**src/rtl/mem_stage.sv**
```systemverilog
// mem_stage: MEM pipeline stage with an IDLE/ACCESS data-memory FSM.
// Ports: clk, rst (sync, active-high); EX/MEM inputs instr_in, pc_in,
//   alu_out_in, rdata2_in, rd_in, opcode_in, valid_in; stall_out upstream;
//   dmem_req/we/addr/wdata/be out, dmem_rdata/ack in; registered MEM/WB
//   outputs wb_instr/pc/result/rd/regwrite/valid_out, misalign_out,
//   timeout_out.
// Parameter ACK_TIMEOUT (2..255): ACCESS cycles without ack before abort.
// Macro SUBWORD_ACCESS_EN: enables byte/half lanes; otherwise every
//   memory op behaves as a word access.
module mem_stage #(
    parameter int unsigned ACK_TIMEOUT = 16
) (
    input  logic        clk,
    input  logic        rst,
    input  logic [31:0] instr_in,
    input  logic [31:0] pc_in,
    input  logic [31:0] alu_out_in,
    input  logic [31:0] rdata2_in,
    input  logic [4:0]  rd_in,
    input  logic [5:0]  opcode_in,
    input  logic        valid_in,
    output logic        stall_out,
    output logic        dmem_req,
    output logic        dmem_we,
    output logic [31:0] dmem_addr,
    output logic [31:0] dmem_wdata,
    output logic [3:0]  dmem_be,
    input  logic [31:0] dmem_rdata,
    input  logic        dmem_ack,
    output logic [31:0] wb_instr_out,
    output logic [31:0] wb_pc_out,
    output logic [31:0] wb_result_out,
    output logic [4:0]  wb_rd_out,
    output logic        wb_regwrite_out,
    output logic        wb_valid_out,
    output logic        misalign_out,
    output logic        timeout_out
);

    typedef enum logic {IDLE, ACCESS} state_t;

    localparam logic [7:0] TMO_LAST = 8'(ACK_TIMEOUT - 1);

    state_t      state, state_nxt;
    logic [7:0]  cnt;
    logic [31:0] cap_instr, cap_pc, cap_addr, cap_data;
    logic [4:0]  cap_rd;
    logic        cap_store;

    logic        dec_mem, dec_store, mis, tmo;
    logic [3:0]  be_w;
    logic [31:0] wdata_w, ld_data;

`ifdef SUBWORD_ACCESS_EN
    localparam logic [1:0] SZ_B = 2'd0;
    localparam logic [1:0] SZ_H = 2'd1;
    localparam logic [1:0] SZ_W = 2'd2;

    logic [1:0] dec_size, cap_size;
    logic       dec_uns, cap_uns;
    logic [7:0]  lane_b;
    logic [15:0] lane_h;
`endif

    always_comb begin
        dec_mem   = 1'b1;
        dec_store = 1'b0;
`ifdef SUBWORD_ACCESS_EN
        dec_size  = SZ_W;
        dec_uns   = 1'b0;
`endif
        unique case (opcode_in)
            6'h23: ;
            6'h2B: dec_store = 1'b1;
`ifdef SUBWORD_ACCESS_EN
            6'h20: dec_size = SZ_B;
            6'h24: begin dec_size = SZ_B; dec_uns = 1'b1; end
            6'h21: dec_size = SZ_H;
            6'h25: begin dec_size = SZ_H; dec_uns = 1'b1; end
            6'h28: begin dec_size = SZ_B; dec_store = 1'b1; end
            6'h29: begin dec_size = SZ_H; dec_store = 1'b1; end
`else
            6'h20, 6'h24, 6'h21, 6'h25: ;
            6'h28, 6'h29: dec_store = 1'b1;
`endif
            default: dec_mem = 1'b0;
        endcase
    end

`ifdef SUBWORD_ACCESS_EN
    always_comb begin
        unique case (dec_size)
            SZ_B:    mis = 1'b0;
            SZ_H:    mis = alu_out_in[0];
            default: mis = (alu_out_in[1:0] != 2'b00);
        endcase
    end

    // Little-endian lanes: byte k lives in bits 8k+7:8k.
    always_comb begin
        be_w    = 4'b1111;
        wdata_w = cap_data;
        ld_data = dmem_rdata;
        lane_b  = 8'(dmem_rdata >> {cap_addr[1:0], 3'b000});
        lane_h  = 16'(dmem_rdata >> {cap_addr[1], 4'b0000});
        unique case (cap_size)
            SZ_B: begin
                be_w    = 4'b0001 << cap_addr[1:0];
                wdata_w = {4{cap_data[7:0]}};
                ld_data = cap_uns ? {24'b0, lane_b}
                                  : {{24{lane_b[7]}}, lane_b};
            end
            SZ_H: begin
                be_w    = cap_addr[1] ? 4'b1100 : 4'b0011;
                wdata_w = {2{cap_data[15:0]}};
                ld_data = cap_uns ? {16'b0, lane_h}
                                  : {{16{lane_h[15]}}, lane_h};
            end
            default: ;
        endcase
    end
`else
    assign mis     = (alu_out_in[1:0] != 2'b00);
    assign be_w    = 4'b1111;
    assign wdata_w = cap_data;
    assign ld_data = dmem_rdata;
`endif

    // Ack wins over a timeout landing in the same cycle.
    assign tmo = (state == ACCESS) && !dmem_ack && (cnt == TMO_LAST);

    always_ff @(posedge clk) begin
        if (rst) state <= IDLE;
        else     state <= state_nxt;
    end

    always_comb begin
        state_nxt  = state;
        stall_out  = 1'b0;
        dmem_req   = 1'b0;
        dmem_we    = 1'b0;
        dmem_be    = 4'b0000;
        dmem_addr  = 32'b0;
        dmem_wdata = 32'b0;
        unique case (state)
            IDLE: begin
                if (valid_in && dec_mem && !mis) begin
                    stall_out = 1'b1;
                    state_nxt = ACCESS;
                end
            end
            ACCESS: begin
                dmem_req   = 1'b1;
                dmem_we    = cap_store;
                dmem_be    = be_w;
                dmem_addr  = cap_addr & 32'hFFFF_FFFC;
                dmem_wdata = wdata_w;
                // The slot retires on ack or timeout, so upstream may move.
                if (dmem_ack || tmo) state_nxt = IDLE;
                else                 stall_out = 1'b1;
            end
        endcase
    end

    always_ff @(posedge clk) begin
        if (rst) begin
            cnt             <= 8'd0;
            cap_instr       <= 32'b0;
            cap_pc          <= 32'b0;
            cap_addr        <= 32'b0;
            cap_data        <= 32'b0;
            cap_rd          <= 5'd0;
            cap_store       <= 1'b0;
`ifdef SUBWORD_ACCESS_EN
            cap_size        <= SZ_W;
            cap_uns         <= 1'b0;
`endif
            wb_instr_out    <= 32'b0;
            wb_pc_out       <= 32'b0;
            wb_result_out   <= 32'b0;
            wb_rd_out       <= 5'd0;
            wb_regwrite_out <= 1'b0;
            wb_valid_out    <= 1'b0;
            misalign_out    <= 1'b0;
            timeout_out     <= 1'b0;
        end else begin
            misalign_out <= 1'b0;
            timeout_out  <= 1'b0;
            unique case (state)
                IDLE: begin
                    if (!valid_in) begin
                        wb_valid_out    <= 1'b0;
                        wb_regwrite_out <= 1'b0;
                    end else if (!dec_mem) begin
                        wb_instr_out    <= instr_in;
                        wb_pc_out       <= pc_in;
                        wb_result_out   <= alu_out_in;
                        wb_rd_out       <= rd_in;
                        wb_regwrite_out <= (rd_in != 5'd0) &&
                                           (opcode_in != 6'h02) &&
                                           (opcode_in != 6'h04) &&
                                           (opcode_in != 6'h05);
                        wb_valid_out    <= 1'b1;
                    end else if (mis) begin
                        wb_instr_out    <= instr_in;
                        wb_pc_out       <= pc_in;
                        wb_result_out   <= alu_out_in;
                        wb_rd_out       <= rd_in;
                        wb_regwrite_out <= 1'b0;
                        wb_valid_out    <= 1'b1;
                        misalign_out    <= 1'b1;
                    end else begin
                        cnt             <= 8'd0;
                        cap_instr       <= instr_in;
                        cap_pc          <= pc_in;
                        cap_addr        <= alu_out_in;
                        cap_data        <= rdata2_in;
                        cap_rd          <= rd_in;
                        cap_store       <= dec_store;
`ifdef SUBWORD_ACCESS_EN
                        cap_size        <= dec_size;
                        cap_uns         <= dec_uns;
`endif
                        wb_valid_out    <= 1'b0;
                        wb_regwrite_out <= 1'b0;
                    end
                end
                ACCESS: begin
                    if (dmem_ack || tmo) begin
                        wb_instr_out    <= cap_instr;
                        wb_pc_out       <= cap_pc;
                        wb_rd_out       <= cap_rd;
                        wb_valid_out    <= 1'b1;
                        wb_regwrite_out <= dmem_ack && !cap_store &&
                                           (cap_rd != 5'd0);
                        if (dmem_ack) wb_result_out <= ld_data;
                        else          timeout_out   <= 1'b1;
                    end else begin
                        cnt             <= cnt + 8'd1;
                        wb_valid_out    <= 1'b0;
                        wb_regwrite_out <= 1'b0;
                    end
                end
            endcase
        end
    end

endmodule

```
**config.mk**
```make
export PLATFORM = sky130hd
export DESIGN_NAME = mem_stage
export DESIGN_NICKNAME = d
export VERILOG_FILES = /design/src/rtl/mem_stage.sv
export SDC_FILE = /design/constraint.sdc
export NUM_CORES = 1
export LEC_CHECK = 0
export ABC_AREA = 1
export CORE_ASPECT_RATIO = 2
export CORE_UTILIZATION = 43
export CTS_CLUSTER_DIAMETER = 30
export DETAILED_ROUTE_END_ITERATION = 10
export PLACE_DENSITY_LB_ADDON = 0.12
export SYNTH_ARGS = -nofsm -noshare
export SYNTH_HDL_FRONTEND = slang
export SYNTH_SLANG_ARGS = --single-unit
```
**constraint.sdc**
```tcl
create_clock -name clk -period 1.7 [get_ports clk]
set_clock_uncertainty 0.05 [all_clocks]
set_input_delay 0.17 -clock clk [delete_from_list [all_inputs] [get_ports clk]]
set_output_delay 0.17 -clock clk [all_outputs]
set_load 0.01 [all_outputs]
```
==> flow_metrics.py <==
metrics = {
    "power": {
        "p_sw_mw": 4.12,
        "seqPwrFrac_pct": 39.0,
        "p_leak_nw": 8.66,
        "peakVddDrop_mv": 0.690,
        "pwr-share-clk_pct": 47.0,
        "switching_share_pct": 26.3,
        "p_comb_share_pct": 14.0,
        "p_int_mw": 11.6,
        "power_density_nw_per_um2": 862,
    },
    "cts": {
        "cts.reportedPaths.clkPinSlew_ps": 60,
        "clock_latency_ps": 520,
        "cts_buffers": 37,
        "cts_tree": "yes",
        "cts_num_sinks": 246,
        "cts_root_buf": "clkbuf_16",
        "cts-htree-levels": 2,
        "clock_path_buffers": 3,
    },
    "grt": {
        "grt_max_degree": 68,
        "gr-total-overflow": 0,
        "antenna_found_initial": 5,
        "grt.total_usage_pct": 28.9,
        "grt_pass1_wl_mm": 65.9,
        "grt_pass1_vias": 12500,
    },
    "detailed_routing": {
        "vias": 13400,
        "drc_errors": 0,
        "wire_per_inst_um": 16.7,
        "wl_mm": 43.4,
        "drtPass1Iterations": 5,
        "viasPerCell": 5.15,
        "postRouteAntennaNets": 0,
        "first_iter_violations": 873,
    },
    "critical_path": {
        "critical_path_class": "reg2out",
        "cpMaxStageDelayCell": "dfxtp_2",
        "cp.required_ps": 1480,
        "critPathMaxFanout": 2,
        "endpoint_kind": "output pin",
        "crit_arrival_ps": 1680,
        "slowest_delay_ps": 350,
        "start_kind": "register",
        "path_common_cell": "nor2_4",
        "crit_family": "simple AND/OR/NAND/NOR gates",
        "path_cells": "ha_4 > nand2_4 > nor2_4 > inv_2 > nor2_4 > nor2_4 > inv_4 > nand2_4 > buf_6",
        "critical_path_buf_inv_count": 3,
    },
    "floorplanning": {
        "dieArea_um2": 28600,
        "die_w_um": 120,
        "core_area_um2": 27400,
        "die_height_um": 238,
        "start_util_pct": 43.7,
        "std_cell_rows": 86,
        "pin_count": 351,
    },
    "timing": {
        "max_slew_margin_pct": 51.3,
        "slew_viol_final": 0,
        "setup_viol": 245,
        "worst_slack_ps": -204,
        "min_period_ps": 1900,
        "finalCritPeriodShare_pct": 112,
        "report.final.hold_viol_count": 0,
        "rsz0062_at_grt": "true",
        "fmax_mhz": 525,
        "tightest_slew_ps": 730,
    },
    "yosys": {
        "synth_cells": 1860,
        "synth_top_cell_area_share_pct": 41.1,
        "synth-seq-area-share_pct": 41.1,
        "synthFlopType": "dfxtp_1",
        "ys_types": 31,
        "avgSynthCellArea_um2": 6.45,
        "synth_area_um2": 12000,
        "yosys_warnings": 0,
        "synthArstFlopShare_pct": 0,
        "synth_top_area_cell": "dfxtp_1",
        "synthTopCellsByArea": "dfxtp_1, nand2_1, nor2_1",
        "ys_ff_latch": 246,
        "synth_edf_count": 0,
    },
    "place": {
        "dp_hpwl_mm": 26.0,
        "gp_congestion": 0.833,
        "placedInstanceArea_um2": 15900,
        "place.port_buffers": 348,
        "place_ws_ps": -379,
    },
    "worst_hold_path": {
        "hold_path.class": "in2reg",
    },
    "cells_and_area": {
        "seq_area_um2": 4930,
        "fill_cells": 2430,
        "layout-drive-gt1-share_pct": 16.6,
        "final_nets": 2391,
        "final_common_cell": "nand2_1",
        "area_growth_pct": 51.7,
        "multi_input_area_um2": 5880,
        "mostFrequentLayoutCells": "nand2_1, clkdlybuf4s50_1, dfxtp_1, nor2_1, inv_1",
        "post-route-cell-area_um2": 18200,
    },
    "run": {
        "drv_cap": 0,
    },
    "status": {
        "status": "finished, violations left",
        "violations": "negative setup slack",
    },
}
-- per-stage QoR --
stage                     instances  utilization (%)  hold slack, ps  power, mW  TNS, ps
after floorplan                1861                -             255       7.16        0
after global placement         2478             58.1             398       8.29   -58720
after detailed placement       2478             58.1             404       8.31   -63560
after CTS                      2588             65.3            63.2       15.7   -13500
after global routing           2598             66.3             201       16.3   -30620
final                          2598             66.3             188       15.7   -13730
-- cell usage after synthesis, types with 2 or more instances --
library cell / instances
a21oi_1: 152
buf_1: 12
buf_2: 53
buf_4: 14
buf_6: 13
clkbuf_1: 59
dfxtp_1: 246
inv_1: 197
inv_2: 4
nand2_1: 600
nand2_2: 2
nand3_1: 109
nand3_2: 10
nand4_1: 112
nor2_1: 233
nor2_4: 2
o21ai_0: 27
or2_2: 2
-- power by group through the flow --
| stage | clock, mW | sequential (mW) | combinational, mW |
|---|---|---|---|
| after floorplan | 0 | 6.31 | 0.856 |
| after global placement | 0 | 6.23 | 2.06 |
| after detailed placement | 0 | 6.24 | 2.07 |
| after CTS | 7.47 | 6.12 | 2.14 |
| after global routing | 7.75 | 6.13 | 2.38 |
| final | 7.38 | 6.12 | 2.19 |
-- tightest hold or removal path, delay by kind of cell --
| kind | cells | cell delay [ps] |
|---|---|---|
| AO/OA/AOI/OAI | 1 | 50 |
| buffers and inverters | 3 | 320 |
| AND/OR/NAND/NOR | 2 | 170 |
-- cell type report --
type	count	area share [%]
clock inverter	21	1.09
sequential	246	27.1
clock buffer	44	5.40
timing repair buffer	467	27.4
antenna	5	0.0688
tap	352	2.42
multi-input combinational	1262	32.3
inverter	201	4.19
-- repair_timing --
action / in CTS / in global routing
pin swaps: 26 / 20
endpoints found under the setup margin: 142 / 282
cloned: 10 / 4
gates resized for setup: 386 / 78
buffers inserted: 34 / 9
hold endpoints to repair: 10 / 0
hold buffers: 1 / 0
-- state kept, by name, summed over array words and instances, names as in the netlist, 5 cells and up --
name,count
cap_pc,32
cnt,8
wb_rd_out,5
cap_rd,5
cap_instr,32
wb_pc_out,32
wb_result_out,32
cap_data,32
wb_instr_out,32
cap_addr,30
-- layer usage --
layer	GRT usage (%)	vias to the layer above	share of wire, %
li1	-	6537	-
met1	32.3	6205	37
met2	50.0	515	52
met3	5.07	132	6.0
met4	18.0	0	5.6
met5	0	-	0
-- logic make-up (layout without fill, tap and decap cells) --
group,Yosys count,count (layout),synth area share [%]
buf+inv,353,733,12.9
compound gates,182,182,7.66
other cells,1,7,0.0313
simple gates,1077,1077,38.2
fa+ha+maj,1,1,0.104
flops,246,246,41.1
-- final timing paths --
kind / start / end / slack, ps / cells past startpoint
max: cnt[1]$_SDFFE_PP0P_ / stall_out / -200 / 9
min: valid_in / cnt[0]$_SDFFE_PP0P_ / 190 / 6
max reg2reg: cnt[1]$_SDFFE_PP0P_ / wb_pc_out[16]$_SDFFE_PP0P_ / -150 / 12
min reg2reg: cap_pc[27]$_SDFFE_PP0P_ / cap_pc[27]$_SDFFE_PP0P_ / 410 / 2
Note: power is estimated with default switching activity, not from simulation.
